File: config.mk
export PLATFORM = sky130hd
export DESIGN_NAME = tt_probe_streamer_flat
export DESIGN_NICKNAME = d
export VERILOG_FILES = /design/src/rtl/tt_probe_streamer_if.sv /design/src/rtl/tt_probe_streamer.sv /design/src/flat_wrapper.sv
export SDC_FILE = /design/constraint.sdc
export NUM_CORES = 1
export LEC_CHECK = 0
export CAP_MARGIN = 0
export CORE_UTILIZATION = 32
export CTS_BUF_LIST = sky130_fd_sc_hd__clkbuf_8
export DETAILED_ROUTE_END_ITERATION = 10
export DONT_BUFFER_PORTS = 1
export GPL_TIMING_DRIVEN = 0
export MAX_ROUTING_LAYER = met4
export PLACE_DENSITY = 0.55
export RECOVER_POWER = 25
export SYNTH_ARGS = -nofsm -noshare
export SYNTH_HDL_FRONTEND = slang
export SYNTH_SLANG_ARGS = --single-unit
File: constraint.sdc
create_clock -name clk -period 2.4 [get_ports clk]
set_clock_uncertainty 0.1 [all_clocks]
set_input_delay 0.6 -clock clk [delete_from_list [all_inputs] [get_ports clk]]
set_output_delay 0.6 -clock clk [all_outputs]
set_load 0.01 [all_outputs]
File: src/rtl/tt_probe_streamer_if.sv
`timescale 1ns/1ps
`default_nettype none
// +----------------------------------------------------------------------------+
// | tt_probe_streamer_if : valid/ready byte-stream port of the probe streamer  |
// | Revision: 1.0                                                              |
// +----------------------------------------------------------------------------+
interface tt_probe_streamer_if;
  logic [7:0] out_data;
  logic       out_valid;
  logic       out_ready;

  modport master (output out_data, output out_valid, input out_ready);
  modport slave  (input out_data, input out_valid, output out_ready);
endinterface
`default_nettype wire

File: src/rtl/tt_probe_streamer.sv
`timescale 1ns/1ps
`default_nettype none
// +----------------------------------------------------------------------------+
// | tt_probe_streamer : snapshots probe channels, emits SYNC/SEQ/DATA/CSUM     |
// | Revision: 1.0                                                              |
// +----------------------------------------------------------------------------+
module tt_probe_streamer #(
  parameter int NUM_CH = 4,
  parameter int CH_W   = 16
) (
  input  wire                     clk,
  input  wire                     rst_n,
  input  wire                     ena,
  input  wire [NUM_CH*CH_W-1:0]   probe_in,
  input  wire                     trig,
  input  wire                     cont,
  input  wire                     clr_drop,
  tt_probe_streamer_if.master     out_if,
  output logic                    busy,
  output logic                    dropped,
  output logic [7:0]              drop_cnt
);

  localparam int BPC       = CH_W / 8;
  localparam int NBYTES    = NUM_CH * BPC;
  localparam int IDX_W     = (NBYTES > 1) ? $clog2(NBYTES) : 1;
  localparam int SNAP_W    = NUM_CH * CH_W;
  localparam logic [7:0] SYNC_BYTE = 8'hA5;

  typedef enum logic [2:0] {
    ST_IDLE = 3'd0,
    ST_SYNC = 3'd1,
    ST_SEQ  = 3'd2,
    ST_DATA = 3'd3,
    ST_CSUM = 3'd4
  } state_t;

  state_t             state_q;
  logic [SNAP_W-1:0]  snap_q;
  logic [7:0]         seq_q;
  logic [7:0]         csum_q;
  logic [IDX_W-1:0]   idx_q;
  logic [7:0]         out_data_q;
  logic               out_valid_q;
  logic               busy_q;
  logic               dropped_q;
  logic [7:0]         drop_cnt_q;

  logic               start_d;
  logic               xfer_d;
  logic               csum_acc_d;
  logic               drop_d;
  logic               last_d;
  logic [IDX_W-1:0]   idx_nxt_d;
  logic [SNAP_W-1:0]  snap_shift_d;
  logic [7:0]         byte_nxt_d;

  assign start_d      = (trig | cont) & ena;
  assign xfer_d       = out_valid_q & out_if.out_ready;
  assign csum_acc_d   = (state_q == ST_CSUM) & xfer_d;
  // The CSUM-accept edge is where a new frame may start, so trig there is not a drop.
  assign drop_d       = trig & busy_q & ~csum_acc_d;
  assign last_d       = (idx_q == IDX_W'(NBYTES - 1));
  assign idx_nxt_d    = idx_q + IDX_W'(1);
  assign snap_shift_d = snap_q >> {idx_nxt_d, 3'b000};
  assign byte_nxt_d   = snap_shift_d[7:0];

  always_ff @(posedge clk or negedge rst_n) begin
    if (!rst_n) begin
      state_q     <= ST_IDLE;
      snap_q      <= '0;
      seq_q       <= 8'd0;
      csum_q      <= 8'd0;
      idx_q       <= '0;
      out_data_q  <= 8'd0;
      out_valid_q <= 1'b0;
      busy_q      <= 1'b0;
      dropped_q   <= 1'b0;
      drop_cnt_q  <= 8'd0;
    end else begin
      if (clr_drop) begin
        dropped_q  <= 1'b0;
        drop_cnt_q <= 8'd0;
      end else if (drop_d) begin
        dropped_q  <= 1'b1;
        if (drop_cnt_q != 8'hFF) begin
          drop_cnt_q <= drop_cnt_q + 8'd1;
        end
      end

      case (state_q)
        ST_IDLE: begin
          if (start_d) begin
            snap_q      <= probe_in;
            csum_q      <= 8'd0;
            out_data_q  <= SYNC_BYTE;
            out_valid_q <= 1'b1;
            busy_q      <= 1'b1;
            state_q     <= ST_SYNC;
          end
        end
        ST_SYNC: begin
          if (xfer_d) begin
            csum_q     <= csum_q ^ out_data_q;
            out_data_q <= seq_q;
            state_q    <= ST_SEQ;
          end
        end
        ST_SEQ: begin
          if (xfer_d) begin
            csum_q     <= csum_q ^ out_data_q;
            out_data_q <= snap_q[7:0];
            idx_q      <= '0;
            state_q    <= ST_DATA;
          end
        end
        ST_DATA: begin
          if (xfer_d) begin
            csum_q <= csum_q ^ out_data_q;
            if (last_d) begin
              out_data_q <= csum_q ^ out_data_q;
              state_q    <= ST_CSUM;
            end else begin
              idx_q      <= idx_nxt_d;
              out_data_q <= byte_nxt_d;
            end
          end
        end
        ST_CSUM: begin
          if (xfer_d) begin
            seq_q <= seq_q + 8'd1;
            if (start_d) begin
              snap_q     <= probe_in;
              csum_q     <= 8'd0;
              out_data_q <= SYNC_BYTE;
              state_q    <= ST_SYNC;
            end else begin
              out_data_q  <= 8'd0;
              out_valid_q <= 1'b0;
              busy_q      <= 1'b0;
              state_q     <= ST_IDLE;
            end
          end
        end
        default: begin
          out_valid_q <= 1'b0;
          busy_q      <= 1'b0;
          state_q     <= ST_IDLE;
        end
      endcase
    end
  end

  assign out_if.out_data  = out_data_q;
  assign out_if.out_valid = out_valid_q;
  assign busy             = busy_q;
  assign dropped          = dropped_q;
  assign drop_cnt         = drop_cnt_q;

endmodule
`default_nettype wire
File: src/flat_wrapper.sv
// flat-port wrapper written by rule: the top's interface ports become plain ports
module tt_probe_streamer_flat 
#(
  parameter int NUM_CH = 4,
  parameter int CH_W   = 16
)
  (clk, rst_n, ena, probe_in, trig, cont, clr_drop, busy, dropped, drop_cnt, out_if_out_data, out_if_out_valid, out_if_out_ready);
  tt_probe_streamer_if out_if_i ();
  input  wire clk;
  input  wire rst_n;
  input  wire ena;
  input  wire [NUM_CH*CH_W-1:0] probe_in;
  input  wire trig;
  input  wire cont;
  input  wire clr_drop;
  output logic busy;
  output logic dropped;
  output logic [7:0] drop_cnt;
  output wire logic [$bits(out_if_i.out_data)-1:0] out_if_out_data;
  output wire logic [$bits(out_if_i.out_valid)-1:0] out_if_out_valid;
  input wire logic [$bits(out_if_i.out_ready)-1:0] out_if_out_ready;
  assign out_if_out_data = out_if_i.out_data;
  assign out_if_out_valid = out_if_i.out_valid;
  assign out_if_i.out_ready = out_if_out_ready;
  tt_probe_streamer #(.NUM_CH(NUM_CH), .CH_W(CH_W)) u_core (.clk(clk), .rst_n(rst_n), .ena(ena), .probe_in(probe_in), .trig(trig), .cont(cont), .clr_drop(clr_drop), .out_if(out_if_i), .busy(busy), .dropped(dropped), .drop_cnt(drop_cnt));
endmodule
# Word-level counts from Yosys, hierarchy flattened
# Index checks and enable logic that the tools add are counted.
# totals
register_bits	104
output_inout_bits	19
# op_classes
n_addsub	3
n_eq_ne	15
n_shift	1
mux	36
bitwise_logic	9
reduce_logical	16
# op_table
op	count
$mux W64	2
$pmux W64 S2	1
$mux W8	13
$shr A64 B6 Y8	1
$pmux W8 S5	1
$mux W3	9
$pmux W8 S3	1
$add A8 B1 Y8 const B	2
$pmux W3 S5	1
$ne A2 B1 Y1 const B	7
$reduce_and A6 Y1	2
$ne A8 B8 Y1 const B	1
$reduce_and A4 Y1	2
$reduce_bool A2 Y1	4
$xor A8 B8 Y8	1
$eq A3 B2 Y1 const B	2
$eq A3 B3 Y1 const B	2
$mux W1	6
$pmux W3 S2	1
$reduce_and A2 Y1	3
$and A1 B1 Y1	5
$reduce_bool A5 Y1	1
$ne A2 B2 Y1 const B	2
$add A3 B1 Y3 const B	1
8 further kinds	9

# Depth between registers and ports, before layout
# depth
depth_word	6
mapped_depth	7

# Least setup slack after synthesis
# OpenSTA, ideal clock, no wires.
# synth_path
path_kind	flip-flop to flip-flop
startpoint	register u_core.idx_q[0]
endpoint	register u_core.out_data_q[6], in the netlist u_core.out_if.out_data[6]
setup_ns	0.126
t_arrival_ns	1.849
path_slack_ns	0.325
path_stages_with_launch	8
path_buffers	2
cell_sequence	dfrtp_1 -> ha_1 -> ha_1 -> clkbuf_1 -> clkbuf_1 -> mux2i_1 -> nor3_1 -> a221o_1
# synth_between
elab_chain_cells	5
word_cells_on_any_way	6
cone_classes	add/sub: 1; eq/ne: 1; shift: 1; mux: 3
# synth_rtl
element	line	source
from (decl)	tt_probe_streamer.sv:42	logic [IDX_W-1:0] idx_q;
from (signal assigned)	tt_probe_streamer.sv:124	idx_q <= idx_nxt_d;
$add A3 B1 Y3	tt_probe_streamer.sv:64	assign idx_nxt_d = idx_q + IDX_W'(1);
$shr A64 B6 Y8	tt_probe_streamer.sv:65	assign snap_shift_d = snap_q >> {idx_nxt_d, 3'b000};
$mux W8 (*)	tt_probe_streamer.sv:120	if (last_d) begin
$mux W8 (*)	tt_probe_streamer.sv:118	if (xfer_d) begin
$pmux W8 S5 (*)	tt_probe_streamer.sv:91	case (state_q)
to (signal assigned)	tt_probe_streamer.sv:105	out_data_q <= seq_q;
to (signal assigned)	tt_probe_streamer.sv:121	out_data_q <= csum_q ^ out_data_q;
to (signal assigned)	tt_probe_streamer.sv:125	out_data_q <= byte_nxt_d;
to (decl)	tt_probe_streamer.sv:43	logic [7:0] out_data_q;
# Every way passes the cells marked *; elsewhere a longest branch is shown, timed or not. The select of a mux whose other input is x is not followed.
# A chain may end at the register's enable or synchronous reset.

# Worst setup path after layout
# layout_path
startpoint	register u_core.idx_q[0]
endpoint	register u_core.out_data_q[4], in the netlist u_core.out_if.out_data[4]
# The elaborated chain is that of the path after synthesis.

==> flow_metrics.env <==
export IMPL_status="finished with violations"
export IMPL_violations="hold timing"
export IMPL_rsz0062_at_grt="no"
export IMPL_required_ns=2.57
export IMPL_hold_ws_ns=-0.200
export IMPL_areaGrowthSynthToFinish_pct=9.50
export IMPL_crit_buf_inv=0
export IMPL_synth_area_leaders="dfrtp_1 (51%), mux2_1 (13%), mux4_1 (5.6%)"
export IMPL_slowest_delay_ns=0.49
export IMPL_ant_nets=0
export IMPL_routed_wl_mm=12.3
export IMPL_ctsRootBufferMaster="clkbuf_8"
export IMPL_synth_top_area_frac=0.506
export IMPL_gp_congestion=0.841
export IMPL_overflow=0
export IMPL_dp_slack_ns=-0.158
export IMPL_p_leak_uw=0.00236
export IMPL_maxSlewHeadroom=0.527
export IMPL_cpMaxStageDelayCell="ha_1"
export IMPL_synthCells=391
export IMPL_syn_cell_area_um2=5140
export IMPL_postPlaceCellArea_um2=5400
export IMPL_final_hold_viol_count=104
export IMPL_dr_total_vias=3289
export IMPL_antenna_found_initial=8
export IMPL_nNetsFinal=476
export IMPL_yosys_register_bits=104
export IMPL_grtUsageTotal=0.164
export IMPL_grt_pass1_wl_mm=19.7
export IMPL_pin_count=90
export IMPL_seq_area_frac_synth=0.506
export IMPL_port_buffers=0
export IMPL_core_um2=15400
export IMPL_setup_viol_count_final=0
export IMPL_powerDensity_nw_per_um2=1190
export IMPL_cts_sinks=104
export IMPL_start_kind="register"
export IMPL_timing_critical_path_mode_cell="ha_1"
export IMPL_postCtsSetupBuffers=0
export IMPL_drive_above_1_share=0.113
export IMPL_placedCellCount=602
export IMPL_fin_ws_ns=0.0689
export IMPL_cp_arrival_ns=2.50
export IMPL_period_share=0.971
export IMPL_yosysTopAreaCell="dfrtp_1"
export IMPL_cp_max_fo=7
export IMPL_die_x_um=129
export IMPL_synth_cell_types=52
export IMPL_synth_top_flop_cell="dfrtp_1"
export IMPL_syn_area_per_cell_um2=13.1
export IMPL_dp_hpwl_mm=9.01
export IMPL_min_path_type="input port to asynchronous set/reset pin"
export IMPL_firstDrtPassIters=4
export IMPL_async_flop_share=1.00
export IMPL_max_cap_viol_count=0
export IMPL_worst_setup_path_type="register to register"
export IMPL_grt_start_max_net_pins=105
export IMPL_cts_tree="yes"
export IMPL_worstMarginPinSlew_ns=0.703
export IMPL_vias_per_cell=5.26
export IMPL_start_util=0.333
export IMPL_clock_latency_ns=0.38
export IMPL_fin_crit_ns=2.33
export IMPL_wire_per_inst_um=19.7
export IMPL_remaining_drc_errors=0
export IMPL_die_h_um=129
export IMPL_synth_nets=466
export IMPL_ir_drop_mv=0.599
export IMPL_finalInstanceArea_um2=5630
export IMPL_drt_iter0_markers=191
export IMPL_cp_end_kind="register"
export IMPL_worstPathCellList="ha_1 > ha_1 > mux4_2 > mux2i_1 > nor3_1 > a221o_1"
export IMPL_finalNonFillerCells=625
export IMPL_rows=45
export IMPL_synth_edf_count=0
export IMPL_path_clk_slew_ns=0.11
export IMPL_grt_pass1_vias=3455
export IMPL_finalMaxSlewViolations=0
export IMPL_cts_max_level=3
export IMPL_crit_family="adder cells"
export IMPL_yosysWarnings=0
export IMPL_die_area_um2=16600
export IMPL_cts_made_buffers=9
export IMPL_fmax_mhz=429
export IMPL_clk_path_buf_depth=2
## cell families after synthesis
kind of cell | synth area share
AO/OA/AOI/OAI | 0.0981
AND/OR/NAND/NOR | 0.0911
adder cells (fa/ha/maj) | 0.00974
multiplexers | 0.230
flip-flops | 0.506
XOR/XNOR | 0.0256
buffers and inverters | 0.0387
## area by class of cell
cell class,count,area (um^2)
antenna,8,20.0
buffer,25,180
clock buffer,9,124
clock inverter,7,72.6
fill,1526,9800
inverter,5,18.8
multi-input combinational,256,2340
sequential,104,2600
tap,211,264
## timing repair
action | 4_1_cts | 5_1_grt
gates resized for setup | 2 | 1
setup endpoints to repair | 6 | 3
hold endpoints to repair | 104 | 104
## metal layers
metal	GRT usage	vias to the layer above	share of wire
met4	0.0422	0	0.013
li1	-	1518	-
met1	0.211	1672	0.45
met3	0.0557	12	0.068
met5	-	-	0
met2	0.246	87	0.47
## where the power goes
group          switching [uW]  internal (uW)
Clock                     635            484
Combinational            1180           1390
Sequential                562           2450
Total                    2370           4320
## metrics by stage
| step | total power, uW | hold slack (ns) | utilization | TNS (ns) |
|---|---|---|---|---|
| 2_1_floorplan | 4840 | 0.204 | - | 0 |
| 3_3_place_gp | 5550 | 0.208 | 0.350 | -0.156 |
| 3_5_place_dp | 5620 | 0.207 | 0.350 | -0.228 |
| 4_1_cts | 6780 | -0.226 | 0.363 | 0 |
| 5_1_grt | 7160 | -0.226 | 0.365 | 0 |
| 6_report | 6700 | -0.200 | 0.365 | 0 |
## sequential cells by signal (all words and copies together) (netlist names)
register / cells
u_core.snap_q: 64
u_core.csum_q: 8
u_core.drop_cnt: 8
u_core.out_if.out_data: 8
u_core.seq_q: 8
u_core.idx_q: 3
u_core.state_q: 3
u_core.dropped: 1
u_core.out_if.out_valid: 1
## placed cells by master (no fill, tap or decap), types with 5 or more instances in the layout
master,n
dfrtp_1,104
mux2_1,60
o21ai_0,13
nor3b_1,13
nand2_1,13
xnor2_1,13
a21oi_1,12
nand3_1,11
mux4_1,11
a21o_1,9
clkbuf_8,9
diode_2,8
nor3_1,8
a22oi_1,8
buf_6,7
clkbuf_1,7
o22ai_1,7
inv_1,6
o31ai_1,5
nor2_1,5
mux4_2,5
mux2i_1,5
mux2_2,5
## worst paths after layout
path                                               start                                    end  slack (ns)  depth (start not counted)
setup / recovery             u_core.idx_q[0]$_DFFE_PN0P_  u_core.out_if.out_data[4]$_DFFE_PN0P_        0.07                          6
setup reg to reg             u_core.idx_q[0]$_DFFE_PN0P_  u_core.out_if.out_data[4]$_DFFE_PN0P_        0.07                          6
min in group clk                            probe_in[12]          u_core.snap_q[12]$_DFFE_PN0P_        0.24                          1
hold / removal                                     rst_n          u_core.snap_q[27]$_DFFE_PN0P_       -0.20                          0
max in group asynchronous                          rst_n          u_core.snap_q[32]$_DFFE_PN0P_        2.24                          0
hold reg to reg            u_core.snap_q[17]$_DFFE_PN0P_          u_core.snap_q[17]$_DFFE_PN0P_        0.39                          1
## synthesized netlist by cell type (4+ instances only)
cell type    n
nor3b_1     13
ha_1         4
nor2_1       5
xnor2_1     13
o21ai_0     13
clkbuf_1     9
mux2_2       5
mux4_2       5
nand2_1     13
o32a_1       4
dfrtp_1    104
mux4_1      11
nand3_1     11
mux2_1      60
or3_1        4
a21oi_1     12
o22ai_1      7
mux2i_1      5
buf_2        5
a21o_1       9
inv_1        5
a221o_1      4
buf_6        7
nor3_1       8
o31ai_1      5
a22oi_1      8
Note: power is estimated with default switching activity, not from simulation.
